==> src/rtl/mp_arbiter.sv <==
// Four-core round-robin arbiter in front of a shared-memory stage. It keeps up to two
// transactions in flight, routes each response back to the core that issued it, and
// returns a timed-out error response if the downstream stage stops answering.
module mp_arbiter #(
    parameter int AW    = 11,
    parameter int DW    = 8,
    parameter int NCORE = 4,
    parameter int TMO   = 15
) (
    input  logic                  clk,
    input  logic                  rst_n,
    input  logic [NCORE-1:0]      c_req,
    output logic [NCORE-1:0]      c_gnt,
    input  logic [NCORE-1:0]      c_we,
    input  logic [4*NCORE-1:0]    c_opcode,
    input  logic [NCORE*AW-1:0]   c_addr,
    input  logic [NCORE*DW-1:0]   c_wdata,
    input  logic [32*NCORE-1:0]   c_burst_id,
    output logic [NCORE-1:0]      c_rvalid,
    output logic                  c_rerr,
    output logic [DW-1:0]         c_rdata,
    output logic                  m_req,
    output logic [1:0]            m_core_id,
    output logic [3:0]            m_opcode,
    output logic                  m_we,
    output logic [AW-1:0]         m_addr,
    output logic [DW-1:0]         m_wdata,
    output logic [31:0]           m_burst_id,
    input  logic                  m_gnt,
    input  logic                  m_rvalid,
    input  logic [DW-1:0]         m_rdata,
    output logic                  err_timeout,
    output logic                  err_unexp,
    output logic [1:0]            outstanding
);

    localparam int WDW = $clog2(TMO + 1);

    // Per-core request fields, unpacked from the flat buses
    logic [3:0]    op_a    [NCORE];
    logic [AW-1:0] addr_a  [NCORE];
    logic [DW-1:0] wdata_a [NCORE];
    logic [31:0]   bid_a   [NCORE];

    // Registered state
    logic [1:0]     rr_q, rr_d;
    logic [1:0]     tag_q [2];
    logic           rd_q, rd_d;
    logic           wr_q, wr_d;
    logic [1:0]     cnt_q, cnt_d;
    logic [WDW-1:0] wd_q, wd_d;
    logic           err_timeout_q, err_timeout_d;
    logic           err_unexp_q, err_unexp_d;

    // Combinational control
    logic       any_req;
    logic       found;
    logic [1:0] cand;
    logic [1:0] sel;
    logic       fifo_empty;
    logic       issue_en;
    logic       req_int;
    logic       push;
    logic       rsp_pop;
    logic       tmo_pop;
    logic       pop;
    logic [1:0] head;

    genvar gi;
    generate
        for (gi = 0; gi < NCORE; gi++) begin : g_unpack
            assign op_a[gi]    = c_opcode[4*gi +: 4];
            assign addr_a[gi]  = c_addr[AW*gi +: AW];
            assign wdata_a[gi] = c_wdata[DW*gi +: DW];
            assign bid_a[gi]   = c_burst_id[32*gi +: 32];
        end
    endgenerate

    // Round-robin search: the core just after the last winner gets first look
    always_comb begin
        found = 1'b0;
        sel   = '0;
        cand  = '0;
        for (int k = 1; k <= NCORE; k++) begin
            cand = rr_q + 2'(k);
            if (!found && c_req[cand]) begin
                found = 1'b1;
                sel   = cand;
            end
        end
    end

    assign any_req    = |c_req;
    assign fifo_empty = (cnt_q == 2'd0);
    // A full FIFO may still accept when a response frees a slot in the same cycle
    assign issue_en   = (cnt_q != 2'd2) || m_rvalid;
    assign req_int    = rst_n && any_req && issue_en;
    assign push       = req_int && m_gnt;
    assign rsp_pop    = rst_n && m_rvalid && !fifo_empty;
    assign tmo_pop    = rst_n && !fifo_empty && !m_rvalid && (wd_q == WDW'(TMO));
    assign pop        = rsp_pop || tmo_pop;
    assign head       = tag_q[rd_q];

    // Downstream request: selected core's fields, zeroed when idle
    always_comb begin
        m_req      = req_int;
        m_core_id  = '0;
        m_opcode   = '0;
        m_we       = 1'b0;
        m_addr     = '0;
        m_wdata    = '0;
        m_burst_id = '0;
        if (req_int) begin
            m_core_id  = sel;
            m_opcode   = op_a[sel];
            m_we       = c_we[sel];
            m_addr     = addr_a[sel];
            m_wdata    = wdata_a[sel];
            m_burst_id = bid_a[sel];
        end
    end

    generate
        for (gi = 0; gi < NCORE; gi++) begin : g_strobe
            assign c_gnt[gi]    = push && (sel == 2'(gi));
            assign c_rvalid[gi] = pop && (head == 2'(gi));
        end
    endgenerate

    assign c_rerr      = tmo_pop;
    assign c_rdata     = rsp_pop ? m_rdata : '0;
    assign err_timeout = err_timeout_q;
    assign err_unexp   = err_unexp_q;
    assign outstanding = cnt_q;

    always_comb begin
        rr_d          = push ? sel : rr_q;
        rd_d          = pop ? ~rd_q : rd_q;
        wr_d          = push ? ~wr_q : wr_q;
        cnt_d         = cnt_q + {1'b0, push} - {1'b0, pop};
        wd_d          = (pop || fifo_empty) ? '0 : wd_q + 1'b1;
        err_timeout_d = err_timeout_q || tmo_pop;
        err_unexp_d   = err_unexp_q || (m_rvalid && fifo_empty);
    end

    always_ff @(posedge clk or negedge rst_n) begin
        if (!rst_n) begin
            rr_q          <= 2'd3;
            rd_q          <= 1'b0;
            wr_q          <= 1'b0;
            cnt_q         <= '0;
            wd_q          <= '0;
            err_timeout_q <= 1'b0;
            err_unexp_q   <= 1'b0;
            for (int i = 0; i < 2; i++) begin
                tag_q[i] <= '0;
            end
        end else begin
            rr_q          <= rr_d;
            rd_q          <= rd_d;
            wr_q          <= wr_d;
            cnt_q         <= cnt_d;
            wd_q          <= wd_d;
            err_timeout_q <= err_timeout_d;
            err_unexp_q   <= err_unexp_d;
            if (push) begin
                tag_q[wr_q] <= sel;
            end
        end
    end

endmodule

==> config.mk <==
export PLATFORM = sky130hd
export DESIGN_NAME = mp_arbiter
export DESIGN_NICKNAME = d
export VERILOG_FILES = /design/src/rtl/mp_arbiter.sv
export SDC_FILE = /design/constraint.sdc
export NUM_CORES = 1
export LEC_CHECK = 0
export ABC_AREA = 1
export CAP_MARGIN = 30
export CORE_AREA = 8 8 129 131
export DETAILED_ROUTE_END_ITERATION = 7
export DIE_AREA = 0 0 137 139
export PLACE_DENSITY = 0.78
export SETUP_SLACK_MARGIN = 0.02
export SLEW_MARGIN = 20
export SYNTH_ARGS = -nofsm -noshare
export SYNTH_HDL_FRONTEND = slang
export SYNTH_SLANG_ARGS = --single-unit
==> constraint.sdc <==
create_clock -name clk -period 5.68 [get_ports clk]
set_clock_uncertainty 0.2 [all_clocks]
set_input_delay 0.568 -clock clk [delete_from_list [all_inputs] [get_ports clk]]
set_output_delay 0.568 -clock clk [all_outputs]
set_load 0.02 [all_outputs]
* Word level (Yosys, flattened, before mapping) *
Cells that the tools add are included.

word-level totals
  register bits = 16
  latch bits = 0
  RAM bits = 0
  memory bits (read-only) = 0
  logic and storage cells = 115
  memories kept = 0

operators by class
  add/sub/neg operators = 6
  $mul = 0
  divide/modulo/power cells = 0
  order comparisons = 9
  equality and inequality tests = 8
  shift operators = 0
  multiplexer cells = 43
  bitwise operators = 5
  reductions and logical operators = 35

operators with widths
  kind                                                  count
  two-way mux 32 bit                                    3
  binary-select mux 32 bit (select 2 bit)               1
  two-way mux 11 bit                                    3
  two-way mux 8 bit                                     4
  binary-select mux 11 bit (select 2 bit)               1
  logical AND 1 bit                                     21
  two-way mux 2 bit                                     9
  binary-select mux 8 bit (select 2 bit)                1
  two-way mux 4 bit                                     4
  < comparator 2 x 3 -> 1 bit (second input constant)   5
  binary-select mux 1 bit (select 2 bit)                5
  two-way mux 1 bit                                     9
  binary-select mux 4 bit (select 2 bit)                1
  equality test 2 bit (second input constant)           4
  zero test 2 bit                                       3
  zero test 1 bit                                       5
  logical OR 1 bit                                      5
  adder 2 bit (second input constant)                   2
  adder 4 x 1 -> 4 bit (second input constant)          1
  bitwise mux 4 bit                                     1
  equality test 2 x 1 -> 1 bit (second input constant)  2
  equality test 4 bit (second input constant)           1
  >= comparator 2 bit (second input constant)           2
  inverter 1 -> 2 bit                                   2
  other kinds (10)                                      11

* Longest topological paths before layout *
Gate-level depths: netlist of run 1.

  word-level depth = 18
  depth in mapped cells = 15

* Least setup slack after synthesis of run 1 *
OpenSTA, ideal clock, no wires.

  path type = register -> output
  start = register cnt_q[1], in the netlist outstanding[1]
  end = output port m_burst_id[10]
  arrival time = 2.204 ns
  data required time = 4.912 ns
  path slack = 2.708 ns
  stages on the path, launching flop included = 7
  path buffers = 2
  path through = dfrtp_1 nor3b_1 nor3_1 inv_1 clkbuf_1 clkbuf_1 a21oi_1

between the ends
  longest elaborated chain between the ends = 4

ends and longest elaborated chain
  what                      RTL line  source
  start: declaration        50        logic [1:0] cnt_q, cnt_d;
  start signal: assignment  162       cnt_q <= cnt_d;
  inequality test 2 bit     96        assign issue_en = (cnt_q != 2'd2) || m_rvalid;
  logical OR 1 bit          96
  logical AND 1 bit         97        assign req_int = rst_n && any_req && issue_en;
  via m_req                 22        output logic m_req,
  two-way mux 32 bit        113       if (req_int) begin
  end: declaration          28        output logic [31:0] m_burst_id,

The timed path passes the listed nets, and every way through them passes these cells.

* Worst setup path in the final report of run 1 *
  start = input port c_req[3]
  end = output port m_burst_id[25]

between the ends
  longest elaborated chain between the ends = 17

ends and longest elaborated chain
  what                                                    RTL line  source
  start: declaration                                      12        input logic [NCORE-1:0] c_req,
  binary-select mux 1 bit (select 2 bit)                  86        if (!found && c_req[cand]) begin
  two-way mux 1 bit (implied by the code)                 86
  two-way mux 1 bit                                       86
  zero test 1 bit                                         86
  logical AND 1 bit                                       86
  two-way mux 1 bit                                       86
  zero test 1 bit                                         86
  logical AND 1 bit                                       86
  two-way mux 1 bit                                       86
  zero test 1 bit                                         86
  logical AND 1 bit                                       86
  two-way mux 2 bit                                       86
  inverter 2 -> 3 bit (implied by the code)               119       m_burst_id = bid_a[sel];
  binary-select mux 32 bit (select 2 bit)                 119
  two-way mux 32 bit (implied by the code) (2 in series)  119
  two-way mux 32 bit (*)                                  113

Mark *: on every way between the ends. The rest lies on a longest branch, timed or not. The select of a mux whose other input is x is not followed.

==> flow_summary.toml, run 1 <==
[placed_design]
dp_hpwl_mm = 14.4
place.gp.congestion = 0.820
port_buffers = 319
dp_slack_ns = 1.08

[clock_network]
htree_num_levels = 1
holdBufCountCts = 0
cts_setup_buffers = 0
cts.reportedPaths.clkPinSlew_ns = 0.05
root_buffer = "clkbuf_16"
clk_path_buf_depth = 2
clock_latency_ns = 0.25
tritoncts = "built"
numClockSinks = 16
cts_buffers = 3
post_cts_resized = 0

[setup_path]
worstPathArrival_ns = 3.83
crit_path_start_kind = "primary input"
critPathRequiredTime_ns = 4.91
cp-startpoint = "c_req[3]"
path_max_fanout = 48
cp-end-kind = "output pin"
path_class = "primary input to output pin"
rr_startpoint = "rr_q[0]"

[timing]
setup-violations-final = 0
timing.final.ws_setup_ns = 1.08
final.period_utilization = 0.810
tns_ns = 0
hold_viol = 0
hold_slack_ns = 0.254
drv_slew = 0
worst_slew_pin_slew_ns = 0.910
fin_crit_ns = 4.60
rsz0062_at_grt = "false"
slew_headroom = 0.393
fmax_mhz = 217

[synthesis]
synth_top_family_by_area = "simple AND/OR/NAND/NOR gates"
synthXorXnorAreaFrac = 0.00986
synth_enable_flop_cells = 0
synth_cell_type_count = 30
ys_warn_count = 0
netlist_area_mm2 = 0.00355
synth_seq_cells = 16
synth.mux.area_fraction = 0
synth-simple-area-share = 0.639
synth_cells = 719
avgSynthCellArea_um2 = 4.94
yosys-top-cells-area = "nand2_1, nand3_1, dfrtp_1"
synth-main-ff-cell = "dfrtp_1"
synth_top_area_frac = 0.397
syn_nets = 962
seq_area_frac_synth = 0.113
synthArstFlopShare = 1.00
synth-compound-area-share = 0.0982
synth_adder_area_share = 0.0106
synth_top_area_cell = "nand2_1"

[routing]
wl_per_cell_um = 15.6
drc_errors = 0
drtIter0Drc = 221
vias = 5487
via_per_inst = 4.63
wl_mm = 18.5
ant_nets = 0
dr.pass1.iters = 5

[floorplan]
coreArea_mm2 = 0.0148
die-area_mm2 = 0.0190
start_util = 0.241
placementRows = 45
fp.dieH_um = 139
die_w_um = 137
io-pin-count = 320

[min_path]
hold_start = "wd_q[0]"
hp-class = "flip-flop to flip-flop"

[outcome]
status = "finished clean"

[final_layout]
syn2layout_area_growth_pct = 92.7
multi_input_area_mm2 = 0.00270
nNetsFinal = 1241
layout-drive-gt1-share = 0.0321
diodes = 0
fill_cells = 1547
layout.area.seq_um2 = 403

[global_route]
antenna_found_initial = 0
grt_usage = 0.181
grt_pass1_vias = 5244
grt_start_max_net_pins = 113
gr-total-overflow = 0
grt_pass1_wl_mm = 28.3

[power]
peakVddDrop_mv = 0.442
power_leakage_nw = 3.23
power_density_mw_per_mm2 = 672

[flow_run]
max_cap_viol_count = 0
## synthesized netlist by cell type (all sizes together) (2+ instances only)
library cell	count
nand2	383
nand3	123
a21oi	56
buf	42
inv	32
nor2	22
dfrtp	14
clkbuf	13
o21ai	8
nor3	7
nand4	4
ha	3
dfstp	2
o21bai	2
xnor2	2
xor2	2
## cells by family after synthesis
family / count (synthesis)
AOI/OAI and AO/OA: 67
xor gates and xnor gates: 4
adders and majority gates: 3
buffers and inverters: 87
DFF: 16
and+or+nand+nor: 542
## per-stage QoR
step	std cells	util	instance area, µm²	power, mW
final	1185	0.464	6850	4.61
after global routing	1185	0.464	6850	5.12
after CTS	1185	0.464	6850	4.68
after detailed placement	1181	0.458	6760	4.50
after global placement	1180	0.457	6740	4.47
after floorplan	719	-	3550	3.22
## worst max-delay path, cell delays in order
cell             delay [ns]
clkdlybuf4s50_1        0.53
inv_1                  0.06
nand2_1                0.08
nand3_1                0.12
nand2_2                0.14
nand4_1                0.09
nand2_1                0.12
nand2_4                0.22
nand2_4                0.49
buf_4                  0.34
nand2_1                0.08
nand2_1                0.06
nand2_1                0.05
a21oi_1                0.21
clkdlybuf4s50_1        0.67
## worst paths after layout
kind                                   to  slack, ns  depth (start not counted)
min reg2reg                       wd_q[0]       0.25                          1
min                               wd_q[0]       0.25                          1
min in group asynchronous  outstanding[1]       0.45                          2
max reg2reg                       rr_q[0]       2.73                         12
max in group asynchronous         rr_q[0]       4.58                          2
max                        m_burst_id[25]       1.08                         15
## flip-flops by register name (all words and copies together) (netlist names)
register     count
err_timeout      1
wd_q             4
rd_q             1
wr_q             1
err_unexp        1
tag_q            4
rr_q             2
outstanding      2
## layout make-up
type	count	area share
well taps	188	0.0343
repair buffers	329	0.483
inverters	32	0.0175
multi-input cells	616	0.394
flip-flops and latches	16	0.0588
clock buffers	4	0.0130
## power breakdown
group	leakage (nW)	switching (mW)	total (mW)	internal [mW]
registers	0.193	0.0447	0.209	0.165
clock network	0.0442	0.0468	0.154	0.107
logic	2.99	2.67	4.24	1.57
total	3.23	2.76	4.61	1.85
## cell usage in the layout, fill, tap and decap left out, types with 2 or more instances in the layout
| cell | synthesis | routed |
|---|---|---|
| nand2_4 | 1 | 2 |
| xor2_1 | 2 | 2 |
| nand2_2 | 6 | 5 |
| nand4_1 | 3 | 3 |
| dfrtp_1 | 14 | 14 |
| o21ai_0 | 6 | 6 |
| nand2_1 | 376 | 376 |
| nor3_1 | 7 | 7 |
| buf_12 | 0 | 3 |
| inv_2 | 3 | 4 |
| inv_1 | 29 | 28 |
| buf_4 | 7 | 7 |
| ha_1 | 3 | 3 |
| nand3_1 | 123 | 123 |
| a21oi_1 | 55 | 55 |
| o21bai_1 | 2 | 2 |
| clkbuf_16 | 0 | 3 |
| xnor2_1 | 2 | 2 |
| dfstp_2 | 2 | 2 |
| clkdlybuf4s50_1 | 0 | 319 |
| nor2_1 | 21 | 21 |
## layer usage
metal / routed length [µm] / track usage / up-vias
li1: - / - / 2847
met1: 7270 / 0.215 / 2403
met2: 9190 / 0.323 / 224
met3: 1920 / 0.0486 / 13
met4: 160 / 0.0229 / 0
met5: 0 / 0 / -
(Power assumes the default switching activity.)
==> inputs of run 2 (changes only) <==
--- a/config.mk
+++ b/config.mk
@@ -10,7 +10,7 @@
 export CORE_AREA = 8 8 129 131
 export DETAILED_ROUTE_END_ITERATION = 7
 export DIE_AREA = 0 0 137 139
-export PLACE_DENSITY = 0.78
+export PLACE_DENSITY = 0.81
 export SETUP_SLACK_MARGIN = 0.02
 export SLEW_MARGIN = 20
 export SYNTH_ARGS = -nofsm -noshare
==> constraint.sdc (replaced) <==
create_clock -name clk -period 4.1 [get_ports clk]
set_clock_uncertainty 0.2 [all_clocks]
set_input_delay 0.41 -clock clk [delete_from_list [all_inputs] [get_ports clk]]
set_output_delay 0.41 -clock clk [all_outputs]
set_load 0.02 [all_outputs]
==> run 2 against run 1 <==
Against the previous run:
- first-iteration DRC count increased by 70%
- core utilization increased by 1.0 points
- critical path depth decreased by 2
- largest cell class unchanged
==> flow_summary.toml, run 2 (same netlist as run 1, synthesis figures left out) <==
[floorplan]
die_w_um = 137
start_util = 0.241
coreArea_mm2 = 0.0148
io-pin-count = 320
die-area_mm2 = 0.0190
fp.dieH_um = 139
placementRows = 45

[timing]
timing.final.ws_setup_ns = 0.268
slew_headroom = 0.601
final.period_utilization = 0.935
fmax_mhz = 261
fin_crit_ns = 3.83
drv_slew = 0
setup-violations-final = 0
tns_ns = 0
hold_slack_ns = 0.258
hold_viol = 0
worst_slew_pin_slew_ns = 0.597
rsz0062_at_grt = "false"

[final_layout]
utilization = 0.474
diodes = 0
syn2layout_area_growth_pct = 96.9
layout_common_cells = "nand2_1, clkdlybuf4s50_1, nand3_1"
fill_cells = 1501
design_area_mm2 = 0.00700
layout.area.seq_um2 = 403
final_common_cell = "nand2_1"
fin_cells = 1193
top_regs = "tag_q (4), wd_q (4)"
multi_input_area_mm2 = 0.00270
nNetsFinal = 1249
layout-drive-gt1-share = 0.0398

[clock_network]
numClockSinks = 16
clock_latency_ns = 0.25
cts.reportedPaths.clkPinSlew_ns = 0.05
cts_buffers = 3
root_buffer = "clkbuf_16"
clk_path_buf_depth = 2
tritoncts = "built"
htree_num_levels = 1

[power]
total_power_mw = 6.74
pwr-share-seq = 0.042
p_int_mw = 2.80
combPwrFrac = 0.927
swShare = 0.584
clkPwrFrac = 0.031
power_density_mw_per_mm2 = 963
power_switching_mw = 3.94
peakVddDrop_mv = 0.550
power_leakage_nw = 3.39

[placed_design]
placed_cells = 1186
dp_slack_ns = 0.292
port_buffers = 319
dp_hpwl_mm = 15.3
place_area_mm2 = 0.00686
place.gp.congestion = 0.909

[global_route]
antenna_found_initial = 0
grt_pass1_wl_mm = 28.1
grt_usage = 0.183
grt_pass1_vias = 5389
gr-total-overflow = 0
grt_start_max_net_pins = 66

[outcome]
status = "finished clean"

[routing]
drtIter0Drc = 376
dr.pass1.iters = 5
wl_mm = 19.1
drc_errors = 0
via_per_inst = 4.73
vias = 5648
wl_per_cell_um = 16.0
ant_nets = 0

[setup_path]
cp-end-kind = "output pin"
crit_path_start_kind = "flip-flop"
critPathRequiredTime_ns = 3.49
path_max_fanout = 24
worstPathArrival_ns = 3.22
path_class = "flip-flop to output pin"

[flow_run]
max_cap_viol_count = 0

[min_path]
hp-class = "flip-flop to flip-flop"
==> run 2: cell count changes in the layout (fill, tap and decap cells not counted), sizes merged <==
cell           change
dlymetal6s2s       +6
buf                +8
clkdlybuf4s50      -6
==> run 2: worst max-delay path: stages (launching register included) <==
cell	delay, ns
dfstp_2	0.57
buf_4	0.16
nand2_1	0.07
nand3_1	0.11
nand2_2	0.11
nor2_8	0.16
nand2_1	0.10
nand2_4	0.13
buf_4	0.28
nand3_1	0.12
nand2_1	0.08
nand2_1	0.08
a21oi_1	0.29
clkdlybuf4s50_1	0.69
==> run 2: area by class of cell <==
class | count | share of cell area
timing repair buffer | 337 | 0.494
multi-input combinational | 616 | 0.385
sequential | 16 | 0.0576
tap | 188 | 0.0336
inverter | 32 | 0.0172
clock buffer | 4 | 0.0127
==> run 2: routing by layer <==
metal / track usage / up-vias / routed length (µm)
met5: 0 / - / 0
met4: 0.0503 / 0 / 490
met3: 0.0482 / 34 / 1990
met2: 0.327 / 282 / 9260
met1: 0.207 / 2470 / 7360
li1: - / 2862 / -
==> run 2: timing repair <==
item	4_1_cts	5_1_grt
hold endpoints to repair	0	0
endpoints found under the setup margin	0	24
setup buffers	0	3
hold buffers	0	0
resized for setup	0	8
==> run 2: worst paths after layout <==
path                         start             end  slack [ns]  cells after the start
setup / recovery           rr_q[0]      m_wdata[1]        0.27                     13
hold / removal             wd_q[0]         wd_q[0]        0.26                      1
setup reg to reg           rr_q[0]        tag_q[1]        1.72                     12
hold reg to reg            wd_q[0]         wd_q[0]        0.26                      1
max in group asynchronous    rst_n         rr_q[1]        3.12                      2
min in group asynchronous    rst_n  outstanding[0]        0.33                      2
==> run 2: power groups by stage <==
stage / logic (mW) / clock network, mW / registers (mW)
global route: 6.92 / 0.223 / 0.289
floorplan: 4.18 / 0 / 0.281
global placement: 6.19 / 0 / 0.289
detailed placement: 6.23 / 0 / 0.292
finish: 6.24 / 0.211 / 0.281
CTS: 6.26 / 0.217 / 0.290
==> inputs of run 3 (changes only) <==
--- a/config.mk
+++ b/config.mk
@@ -5,12 +5,12 @@
 export SDC_FILE = /design/constraint.sdc
 export NUM_CORES = 1
 export LEC_CHECK = 0
-export ABC_AREA = 1
+export ABC_AREA = 0
 export CAP_MARGIN = 30
-export CORE_AREA = 8 8 129 131
+export CORE_AREA = 8 8 119 121
 export DETAILED_ROUTE_END_ITERATION = 7
-export DIE_AREA = 0 0 137 139
-export PLACE_DENSITY = 0.81
+export DIE_AREA = 0 0 127 129
+export PLACE_DENSITY = 0.83
 export SETUP_SLACK_MARGIN = 0.02
 export SLEW_MARGIN = 20
 export SYNTH_ARGS = -nofsm -noshare
==> run 3 against run 2 <==
Against the previous run:
- cell count decreased by 37%
- critical path depth is 5 lower
- sequential share of layout area is 0.97 points higher
- maximum frequency up 8.9%
- area after synthesis down 24%
- sequential power rose by 10%
- design area decreased by 14%
- clock power shrank 2%
- count of clock-buffer cells in the layout unchanged
- via count is 37% lower
- critical path type is now primary input to output pin
- critical endpoint is now m_wdata[0]
- highest routed layer unchanged
==> flow_summary.toml, run 3 <==
[outcome]
status = "finished clean"

[timing]
timing.final.ws_setup_ns = 0.580
drv_slew = 0
setup-violations-final = 0
hold_viol = 0
tns_ns = 0
slew_headroom = 0.619
worst_slew_pin_slew_ns = 0.571
fin_crit_ns = 3.52
hold_slack_ns = 0.250
rsz0062_at_grt = "false"
final.period_utilization = 0.858
fmax_mhz = 284

[setup_path]
crit_path_start_kind = "primary input"
worstPathCellList = "clkdlybuf4s50_1 -> nand2b_1 -> a21boi_1 -> o21ai_4 -> buf_12 -> mux2i_1 -> o22ai_1 -> clkdlybuf4s50_1"
cp_slowest_stage_delay_ns = 0.56
path_max_fanout = 68
cp-end-kind = "output pin"
critPathRequiredTime_ns = 3.49
worstPathArrival_ns = 2.91
crit_top_cell = "clkdlybuf4s50_1"
path_class = "primary input to output pin"
critical_path_buf_inv_count = 3
cp_top_family = "buffers and inverters"
cpMaxStageDelayCell = "clkdlybuf4s50_1"

[global_route]
grt_pass1_wl_mm = 21.8
grt_pass1_vias = 3739
grt_start_max_net_pins = 69
grt_usage = 0.167
gr-total-overflow = 0
antenna_found_initial = 0

[routing]
drtIter0Drc = 115
dr.pass1.iters = 4
wl_per_cell_um = 20.2
ant_nets = 0
wl_mm = 15.2
vias = 3565
drc_errors = 0
via_per_inst = 4.74

[synthesis]
yosysMostFrequentCell = "mux2i_1"
yosys-top-cells-area = "mux2i_1, dfrtp_1, o22ai_1"
syn_nets = 541
ys_warn_count = 0
synth_cells = 298
ys_top_cells_by_count = "mux2i_1, o22ai_1, nor2_1, dfrtp_1, and3_1"
avgSynthCellArea_um2 = 9.01
synth-main-ff-cell = "dfrtp_1"
synth_cell_type_count = 40
netlist_area_mm2 = 0.00268
synthArstFlopShare = 1.00
synth_enable_flop_cells = 0
synth_seq_cells = 16
seq_area_frac_synth = 0.150
synth_top_area_frac = 0.421
synth_top_area_cell = "mux2i_1"

[clock_network]
post_cts_resized = 0
holdBufCountCts = 0
root_buffer = "clkbuf_16"
clk_path_buf_depth = 2
cts_setup_buffers = 0
htree_num_levels = 1
tritoncts = "built"
numClockSinks = 16
clock_latency_ns = 0.24
cts.reportedPaths.clkPinSlew_ns = 0.05
cts_buffers = 3

[floorplan]
coreArea_mm2 = 0.0123
placementRows = 41
die_w_um = 127
io-pin-count = 320
start_util = 0.218
die-area_mm2 = 0.0164
fp.dieH_um = 129

[power]
pwr-share-seq = 0.130
power_switching_mw = 1.05
peakVddDrop_mv = 0.215
power_density_mw_per_mm2 = 399
combPwrFrac = 0.784
power_leakage_nw = 2.50
swShare = 0.438
p_int_mw = 1.34
clkPwrFrac = 0.086
total_power_mw = 2.39

[final_layout]
final_common_cell = "clkdlybuf4s50_1"
diodes = 0
top_regs = "tag_q (4), wd_q (4)"
syn2layout_area_growth_pct = 123
layout-drive-gt1-share = 0.0382
nNetsFinal = 846
layout_common_cells = "clkdlybuf4s50_1, mux2i_1, o22ai_1"
design_area_mm2 = 0.00599

[placed_design]
place.gp.congestion = 0.900
port_buffers = 319
dp_slack_ns = 0.568
dp_hpwl_mm = 13.0
place_area_mm2 = 0.00590

[min_path]
hp-class = "flip-flop to flip-flop"

[flow_run]
max_cap_viol_count = 0
-- run 3: kinds of logic (layout without fill, tap and decap cells) --
group / Yosys count / after routing / synth area share
compound gates: 73 / 73 / 0.179
flops: 16 / 16 / 0.150
xor+xnor: 6 / 6 / 0.0196
simple gates: 49 / 49 / 0.0900
fa+ha+maj: 3 / 3 / 0.0140
buf+inv: 35 / 339 / 0.114
mux: 116 / 116 / 0.434
-- run 3: routing by layer --
metal	routed length, µm	up-vias	GRT usage
met2	7710	179	0.304
met1	5950	1619	0.190
met3	1350	16	0.0476
met4	187	0	0.0357
li1	-	1751	-
met5	0	-	0
-- run 3: area by class of cell --
class,count,area [µm²]
timing repair buffer,327,3290
tap,150,188
inverter,8,30.0
sequential,16,403
fill,1152,6330
multi-input combinational,247,1990
clock buffer,4,88.8
-- run 3: power groups by stage --
stage                     clock, mW  sequential (mW)  combinational, mW
after floorplan                   0            0.296               1.19
after global placement            0            0.303               1.85
after detailed placement          0            0.311               1.89
after CTS                     0.208            0.310               1.90
after global routing          0.218            0.320               1.99
final                         0.206            0.310               1.87
-- run 3: worst paths after layout --
| check | start | end | slack, ns | cells past startpoint |
|---|---|---|---|---|
| max | c_req[3] | m_wdata[0] | 0.58 | 8 |
| min reg2reg | err_unexp | err_unexp | 0.25 | 1 |
| min | err_unexp | err_unexp | 0.25 | 1 |
| min in group asynchronous | rst_n | tag_q[3] | 0.32 | 2 |
| max reg2reg | wd_q[0] | outstanding[1] | 1.70 | 9 |
| max in group asynchronous | rst_n | rr_q[1] | 3.13 | 2 |
-- run 3: metrics by stage --
step | util | cells
after CTS | 0.486 | 752
after floorplan | - | 298
final | 0.486 | 752
after global placement | 0.479 | 748
after detailed placement | 0.479 | 748
after global routing | 0.486 | 752
==> variant, RTL diff (settings of run 1) <==
Set the parameter `TMO` to 14 (it was 15).
--- a/src/rtl/mp_arbiter.sv
+++ b/src/rtl/mp_arbiter.sv
@@ -5,7 +5,7 @@
     parameter int AW    = 11,
     parameter int DW    = 8,
     parameter int NCORE = 4,
-    parameter int TMO   = 15
+    parameter int TMO   = 14
 ) (
     input  logic                  clk,
     input  logic                  rst_n,
Formal check against the unedited RTL: no difference found for any inputs over 10 cycles, from zero or initial values and one cycle with rst_n low; that may be too few to reach the edited logic, so the function may still have changed.
==> variant against run 1 <==
  * Synthesized area down 1.2%
  * Largest cell class unchanged
  * Sequential cell count unchanged
  * Register-to-register slack about the same
  * Routed wire length up 4.0%
  * Critical path type unchanged
  * Via count up 2.4%
  * First-iteration DRC count up 43%
  * Highest routed layer unchanged
  * Worst hold slack better by 0.0096 ns
  * Synthesized cell count up 0.14%
  * Final area about the same
  * Setup slack better by 0.059 ns
  * Power up 0.28%
==> variant: results (changes against run 1) <==
outcome completed (unchanged); Yosys cell types 28 (was 30); DRT iter0 DRCs 317 (was 221); Post-Syn Nets 964 (was 962); wl on met1 7.37 mm (was 7.27 mm); critical path peak fanout 50 (was 48); P_leak 3.21 nW (was 3.23 nW); final-layout fill cell count 1570 (was 1547); dominant cells by area after synthesis nand2_1 (40%), nand3_1 (18%), dfrtp_1 (10%), a21oi_1 (8.0%), buf_2 (4.3%) (was nand2_1 (40%), nand3_1 (17%), dfrtp_1 (9.9%), a21oi_1 (7.7%), buf_2 (3.5%)); initial antenna violation count 3 (was 0); Syn Inst Count 720 (was 719); fin area 6860 µm² (was 6850 µm²); vias in the first global route 5447 (was 5244); family with the most delay on the worst path buffers and inverters (unchanged); actual slew at the worst max-slew pin 0.740 ns (was 0.910 ns); CTS Buf Count 3 (unchanged); htree depth 1 (unchanged); gr usage total 18.8% (was 18.1%); hpwl dp 15.3 mm (was 14.4 mm); first-pass GRT wire length 29.2 mm (was 28.3 mm); Synth async-reset ratio 100% (unchanged); clock-pin slew of the registers on the worst-case setup and hold paths 0.05 ns (about the same); layout cells sized above 1 3.20% (was 3.21%); Setup WS pre-CTS 1.13 ns (was 1.08 ns); Critical Path AT 3.77 ns (was 3.83 ns); Placer Congestion 0.869 (was 0.820); Post-synth top cells nand2_1 (373), nand3_1 (123), a21oi_1 (56), buf_2 (30), inv_1 (29) (was nand2_1 (376), nand3_1 (123), a21oi_1 (55), inv_1 (29), buf_2 (25)); post-synthesis sequential area ratio 11.5% (was 11.3%); Max IR drop VDD 0.000358 V (was 0.000442 V); port buffer count 319 (unchanged); switching power 2.78 mW (was 2.76 mW); postcts setup bufs 0 (unchanged); vias per inst 4.72 (was 4.63); placed cell count 1183 (was 1181); Routed WL 19.3 mm (was 18.5 mm); met3 routed WL 1.68 mm (was 1.92 mm); largest net degree at the start of global routing 70 (was 113); clk_lat worst skew 0.24 ns; Via Count 5619 (was 5487); Post-Place Cell Area 6760 µm² (about the same); Met2 Wirelength 9.81 mm (was 9.19 mm)
variant: final cells by class:
cell class	instances	area share, %
antenna	3	0.110
clock buffer	4	1.30
inverter	32	1.75
multi-input combinational	617	39.4
sequential	16	5.88
tap	188	3.43
timing repair buffer	330	48.1
variant: power by group through the flow:
stage / combinational (mW) / sequential, mW / clock [mW]
floorplan: 2.93 / 0.204 / 0
global placement: 4.25 / 0.211 / 0
detailed placement: 4.30 / 0.212 / 0
CTS: 4.32 / 0.211 / 0.152
global route: 4.75 / 0.218 / 0.157
finish: 4.26 / 0.211 / 0.149
variant: kinds of logic (layout without fill, tap and decap cells):
| kind of cell | Yosys count | count (layout) | synth area share [%] |
|---|---|---|---|
| adders and majority gates | 4 | 4 | 1.43 |
| and+or+nand+nor | 541 | 541 | 63.8 |
| other | 0 | 3 | 0 |
| xor gates and xnor gates | 5 | 5 | 1.25 |
| DFF | 16 | 16 | 11.5 |
| buffers and inverters | 87 | 366 | 12.2 |
| AOI/OAI and AO/OA | 67 | 67 | 9.83 |
variant: worst paths after layout:
| check | startpoint | end | slack, ns | cells after the start |
|---|---|---|---|---|
| max | c_req[3] | m_burst_id[10] | 1.14 | 15 |
| min | err_timeout | err_timeout | 0.26 | 1 |
| max reg2reg | rr_q[0] | rr_q[0] | 2.74 | 12 |
| min reg2reg | err_timeout | err_timeout | 0.26 | 1 |
| max in group asynchronous | rst_n | rr_q[0] | 4.58 | 2 |
| min in group asynchronous | rst_n | err_timeout | 0.45 | 2 |
variant: per-layer routing:
metal	GRT usage (%)	vias up
met2	33.7	253
met3	3.73	28
met1	21.9	2485
met4	5.15	0
li1	-	2853
met5	0	-
